==> src/rtl/fetch_seq_pkg.sv <==
// -----------------------------------------------------------------------------
// fetch_seq_pkg
//   Shared definitions for the instruction fetch sequencer: the sequencer state
//   encoding, the HALT opcode, the default widths and a small opcode helper.
// -----------------------------------------------------------------------------
package fetch_seq_pkg;

    localparam int ADDR_W_DEF = 8;
    localparam int DATA_W_DEF = 16;

    // Opcode lives in the top three bits of every instruction word.
    localparam logic [2:0] HALT_OP = 3'b111;

    typedef enum logic [2:0] {
        IDLE   = 3'd0,
        FETCH  = 3'd1,
        ISSUE  = 3'd2,
        EXEC   = 3'd3,
        UPDATE = 3'd4,
        HALTED = 3'd5
    } state_e;

    function automatic logic is_halt(input logic [2:0] opcode);
        return opcode == HALT_OP;
    endfunction

endpackage : fetch_seq_pkg

==> src/rtl/pc_counter.sv <==
// -----------------------------------------------------------------------------
// pc_counter
//   Program counter register. Load has priority over increment; the increment
//   wraps modulo 2^ADDR_W.
//
// Ports:
//   clk       in   system clock
//   reset     in   asynchronous, active-low reset (pc -> RESET_PC)
//   load      in   synchronous load of load_val
//   load_val  in   value to load
//   inc       in   synchronous increment enable
//   pc        out  current program counter
// -----------------------------------------------------------------------------
module pc_counter #(
    parameter int                 ADDR_W   = 8,
    parameter logic [ADDR_W-1:0]  RESET_PC = '0
) (
    input  logic              clk,
    input  logic              reset,
    input  logic              load,
    input  logic [ADDR_W-1:0] load_val,
    input  logic              inc,
    output logic [ADDR_W-1:0] pc
);

    logic [ADDR_W-1:0] pc_d;
    logic [ADDR_W-1:0] pc_q;

    always_comb begin
        pc_d = pc_q;
        if (load) begin
            pc_d = load_val;
        end else if (inc) begin
            // Natural overflow of the ADDR_W-bit add gives the wrap to zero.
            pc_d = pc_q + ADDR_W'(1);
        end
    end

    // NOTE: sequential state uses non-blocking assignments so every flop
    // samples its _d value from before the clock edge.
    always_ff @(posedge clk or negedge reset) begin
        if (!reset) begin
            pc_q <= RESET_PC;
        end else begin
            pc_q <= pc_d;
        end
    end

    assign pc = pc_q;

endmodule : pc_counter

==> src/rtl/fetch_sequencer.sv <==
// -----------------------------------------------------------------------------
// fetch_sequencer
//   Top-level instruction sequencer. Fetches an instruction at PC through a
//   req/ack memory handshake, latches it in the IR, starts the execution FSM,
//   waits for it to finish and then advances the PC. Only HALT is decoded here.
//
// Ports:
//   clk, reset         clock; asynchronous active-low reset
//   run                level enable for fetching
//   pc_load/_val       load a new PC (only honoured in IDLE)
//   mem_addr, mem_rd   instruction read request (mem_addr always equals pc)
//   mem_rdata, mem_ack instruction data and single-cycle completion pulse
//   instr              instruction register contents
//   exec_start         one-cycle start pulse to the execution FSM
//   exec_idle          execution FSM is in its wait state
//   pc                 current program counter
//   halted, busy       status
//   retired            count of completed instructions (wraps at 16 bits)
// -----------------------------------------------------------------------------
module fetch_sequencer
    import fetch_seq_pkg::*;
#(
    parameter int                ADDR_W   = ADDR_W_DEF,
    parameter int                DATA_W   = DATA_W_DEF,
    parameter logic [ADDR_W-1:0] RESET_PC = '0
) (
    input  logic              clk,
    input  logic              reset,
    input  logic              run,
    input  logic              pc_load,
    input  logic [ADDR_W-1:0] pc_load_val,
    output logic [ADDR_W-1:0] mem_addr,
    output logic              mem_rd,
    input  logic [DATA_W-1:0] mem_rdata,
    input  logic              mem_ack,
    output logic [DATA_W-1:0] instr,
    output logic              exec_start,
    input  logic              exec_idle,
    output logic [ADDR_W-1:0] pc,
    output logic              halted,
    output logic              busy,
    output logic [15:0]       retired
);

    state_e            state_d,     state_q;
    logic [DATA_W-1:0] instr_d,     instr_q;
    logic [15:0]       retired_d,   retired_q;
    logic              seen_busy_d, seen_busy_q;

    logic              pc_load_en;
    logic              pc_inc;

    pc_counter #(
        .ADDR_W   (ADDR_W),
        .RESET_PC (RESET_PC)
    ) u_pc_counter (
        .clk      (clk),
        .reset    (reset),
        .load     (pc_load_en),
        .load_val (pc_load_val),
        .inc      (pc_inc),
        .pc       (pc)
    );

    // NOTE: every signal assigned in this block gets a default first, so no
    // path through the case leaves it unassigned and no latch is inferred.
    always_comb begin
        state_d     = state_q;
        instr_d     = instr_q;
        retired_d   = retired_q;
        seen_busy_d = seen_busy_q;
        pc_load_en  = 1'b0;
        pc_inc      = 1'b0;
        exec_start  = 1'b0;

        unique case (state_q)
            IDLE: begin
                // A load wins over run; fetching starts the cycle after.
                if (pc_load) begin
                    pc_load_en = 1'b1;
                end else if (run) begin
                    state_d = FETCH;
                end
            end

            FETCH: begin
                if (mem_ack) begin
                    instr_d = mem_rdata;
                    state_d = is_halt(mem_rdata[DATA_W-1 -: 3]) ? HALTED : ISSUE;
                end
            end

            ISSUE: begin
                // The start pulse is qualified by exec_idle so the execution
                // FSM only ever sees it while it can accept it; the sequencer
                // leaves ISSUE on the same edge, making the pulse one cycle.
                if (exec_idle) begin
                    exec_start  = 1'b1;
                    seen_busy_d = 1'b0;
                    state_d     = EXEC;
                end
            end

            EXEC: begin
                // The execution FSM still reports idle in the cycle it takes
                // the start, so completion needs a busy phase seen first.
                if (!exec_idle) begin
                    seen_busy_d = 1'b1;
                end
                if (exec_idle && seen_busy_q) begin
                    state_d = UPDATE;
                end
            end

            UPDATE: begin
                pc_inc    = 1'b1;
                retired_d = retired_q + 16'd1;
                state_d   = run ? FETCH : IDLE;
            end

            HALTED: begin
                if (!run) begin
                    state_d = IDLE;
                end
            end

            default: begin
                state_d = IDLE;
            end
        endcase
    end

    always_ff @(posedge clk or negedge reset) begin
        if (!reset) begin
            state_q     <= IDLE;
            instr_q     <= '0;
            retired_q   <= '0;
            seen_busy_q <= 1'b0;
        end else begin
            state_q     <= state_d;
            instr_q     <= instr_d;
            retired_q   <= retired_d;
            seen_busy_q <= seen_busy_d;
        end
    end

    assign mem_addr = pc;
    assign mem_rd   = (state_q == FETCH);
    assign halted   = (state_q == HALTED);
    assign busy     = (state_q != IDLE) && (state_q != HALTED);
    assign instr    = instr_q;
    assign retired  = retired_q;

endmodule : fetch_sequencer
==> config.mk <==
export PLATFORM = sky130hd
export DESIGN_NAME = fetch_sequencer
export DESIGN_NICKNAME = d
export VERILOG_FILES = /design/src/rtl/fetch_seq_pkg.sv /design/src/rtl/pc_counter.sv /design/src/rtl/fetch_sequencer.sv
export SDC_FILE = /design/constraint.sdc
export NUM_CORES = 1
export LEC_CHECK = 0
export BUFFER_PORTS_ARGS = -buffer_cell sky130_fd_sc_hd__buf_2
export CORE_UTILIZATION = 48
export CTS_BUF_LIST = sky130_fd_sc_hd__clkbuf_4 sky130_fd_sc_hd__clkbuf_8 sky130_fd_sc_hd__clkbuf_16
export DETAILED_ROUTE_END_ITERATION = 8
export PLACE_DENSITY_LB_ADDON = 0.12
export SKIP_CTS_REPAIR_TIMING = 1
export SYNTH_ARGS = -nofsm -noshare
export SYNTH_HDL_FRONTEND = slang
export SYNTH_SLANG_ARGS = --single-unit
==> constraint.sdc <==
create_clock -name clk -period 2.3 [get_ports clk]
set_clock_uncertainty 0.1 [all_clocks]
set_input_delay 0.115 -clock clk [delete_from_list [all_inputs] [get_ports clk]]
set_output_delay 0.115 -clock clk [all_outputs]
set_load 0.03 [all_outputs]
==> flow_summary.json <==
{
  "outcome": "complete, no violations",
  "stdcell_count": 334,
  "fin_nets": 315,
  "grt_pass1_vias": 1417,
  "ios": 82,
  "drive_above_1_share": 0.3486,
  "die_area_um2": 4591,
  "hold_viol_final": 0,
  "antennaDiodeCount": 0,
  "synth_seq_area_share": 0.5304,
  "drt_first_pass_iters": 4,
  "p_per_area_nw_per_um2": 1260,
  "rsz0062_at_grt": "false",
  "crit_path_top_delay_cell": "dfrtp_1",
  "crit_fanout": 16,
  "core_area_um2": 4086,
  "cts_sinks": 44,
  "crit_path_end_kind": "flop",
  "min_period_ns": 1.863,
  "grt_antenna_before_repair": 0,
  "area_growth_pct": 37.31,
  "finalSetupViolations": 0,
  "power_uw": 3590,
  "synth.distinct_cells": 35,
  "setup-tns-final_ns": 0,
  "fmax_ghz": 0.5367,
  "crit_buf_inv": 1,
  "grt_max_degree": 31,
  "synthesis.area_um2": 2076,
  "clk_pin_slew_ns": 0.08,
  "synth_nets": 212,
  "avgSynthCellArea_um2": 11.53,
  "routabilityCongestion": 0.7841,
  "criticalPathCategory": "reg2reg",
  "htreeDepth": 2,
  "crit_chain": "nand2_1, nor3_4, buf_4, mux2_1",
  "cts_root_buffer": "clkbuf_8",
  "drtIter0Drc": 48,
  "min_path_type": "in2reg",
  "worst_pin_slew_ns": 0.5807,
  "maxCapViolCount": 0,
  "final.period_utilization": 0.8101,
  "clock_latency_ns": 0.29,
  "cp.arrival_ns": 1.93,
  "placed_cell_area_um2": 2499,
  "maxSlewViolCount": 0,
  "synthCells": 180,
  "vias": 1679,
  "drc_errors": 0,
  "row_count": 23,
  "cellLeakagePower_uw": 0.001399,
  "grt_use_total": 0.1842,
  "overflow": 0,
  "maxSlewHeadroom": 0.6118,
  "required_ns": 2.37,
  "grt_pass1_wl_mm": 6.223,
  "die_w_um": 67.76,
  "path_delay_family": "flip-flops",
  "async_flop_share": 1.000,
  "synth_flop_cell": "dfrtp_1",
  "synth-seq-cells": 44,
  "crit_path_start_kind": "flop",
  "yosys_warnings": 0,
  "hpwl_mm": 2.841,
  "fin_area_um2": 2850,
  "viasPerCell": 5.027,
  "wl_mm": 4.230,
  "cts_tree": "yes",
  "initial_core_util": 0.5080,
  "port_buffers": 81,
  "wl_per_cell_um": 12.66,
  "synth_edf_count": 0,
  "clockBufferDepth": 2,
  "dpl.cell_count": 302,
  "vdd_drop_max_mv": 0.7235,
  "numCtsBuffers": 5,
  "max_stage_delay_ns": 0.67,
  "die_h_um": 67.76,
  "ant_nets": 0
}
==> synthesized netlist by cell type (2+ instances only) <==
master	number	area (µm²)
o22ai_1	2	12.51
a221o_1	2	20.02
xnor2_1	14	122.6
mux2_1	17	191.4
nand2_1	18	67.56
clkbuf_1	4	15.01
nor3b_1	2	15.01
buf_4	9	67.56
and3_1	4	25.02
ha_1	2	25.02
nand3_1	6	30.03
o21ai_1	7	35.03
o21ai_0	2	10.01
nand2b_1	2	12.51
nand4_1	11	68.82
nor2_1	8	30.03
xor2_1	7	61.31
buf_2	3	15.01
dfrtp_1	44	1101
==> layout make-up <==
type | count | area [µm²]
Multi-Input combinational cell | 119 | 873.3
Fill cell | 309 | 1236
Inverter | 1 | 3.754
Timing Repair Buffer | 112 | 698.2
Clock inverter | 2 | 35.03
Clock buffer | 6 | 76.32
Sequential cell | 44 | 1101
Tap cell | 50 | 62.56
==> sequential cells by signal, summed over array words and instances (netlist names) <==
| register | flops |
|---|---|
| state_q | 3 |
| u_pc_counter.pc | 8 |
| seen_busy_q | 1 |
| retired | 16 |
| instr | 16 |
==> worst register-to-register path, stage by stage (launching register included) <==
cell,delay [ns]
dfrtp_1,0.67
nand2_1,0.22
nor3_4,0.15
buf_4,0.26
mux2_1,0.36
==> placed cells by master (no fill, tap or decap), types with 2 or more instances in the layout <==
master | netlist | routed
xor2_1 | 7 | 7
nor2_1 | 8 | 8
nand2_1 | 18 | 18
buf_2 | 3 | 81
nand3_1 | 6 | 6
dfrtp_1 | 44 | 44
mux2_1 | 17 | 17
clkbuf_8 | 0 | 5
o22ai_1 | 2 | 2
nand4_1 | 11 | 11
a221o_1 | 2 | 2
nand2b_1 | 2 | 2
o21ai_0 | 2 | 2
xnor2_1 | 14 | 14
nor3b_1 | 2 | 2
dlygate4sd3_1 | 0 | 24
and3_1 | 4 | 4
buf_4 | 9 | 7
ha_1 | 2 | 2
o21ai_1 | 7 | 7
==> per-stage QoR <==
stage / hold slack (ns) / worst slack, ns / utilization
floorplan: -0.2806 / 0.5890 / -
global placement: -0.06687 / 0.4864 / 0.6115
detailed placement: -0.05840 / 0.4521 / 0.6115
CTS: -0.3815 / 0.4260 / 0.6387
global route: 0.0006086 / 0.2738 / 0.6975
finish: 0.002598 / 0.4368 / 0.6975
==> metal layers <==
metal  vias up  part of all wire  global-route usage
li1        829                 -                   -
met1       797              0.46              0.2319
met2        48              0.49              0.2946
met3         5             0.039             0.05405
met4         0             0.011             0.07181
met5         -                 0                   0
==> cells by family after synthesis <==
kind of cell / Yosys count / share of synthesized area
fa+ha+maj: 2 / 0.01205
simple gates: 59 / 0.1640
flops: 44 / 0.5304
xor+xnor: 21 / 0.08861
mux: 18 / 0.09704
compound gates: 19 / 0.05907
buf+inv: 17 / 0.04882
==> report_power, final <==
part / switching, µW / leakage, µW / internal (µW)
registers: 252 / 0.000556 / 1040
clock network: 254 / 0.0000586 / 334
logic: 1110 / 0.000785 / 602
==> final timing paths <==
| path | start | slack [ns] | cells after the start | endpoint |
|---|---|---|---|---|
| max in group asynchronous | reset | 1.24 | 3 | state_q[2] |
| worst max-delay path | state_q[0] | 0.44 | 4 | instr[11] |
| min in group asynchronous | reset | 0.16 | 2 | instr[0] |
| worst max register to register | state_q[0] | 0.44 | 4 | instr[11] |
| worst min-delay path | mem_rdata[13] | 0.003 | 2 | instr[13] |
| worst min register to register | instr[10] | 0.38 | 1 | instr[10] |
Note: power is estimated with default switching activity, not from simulation.
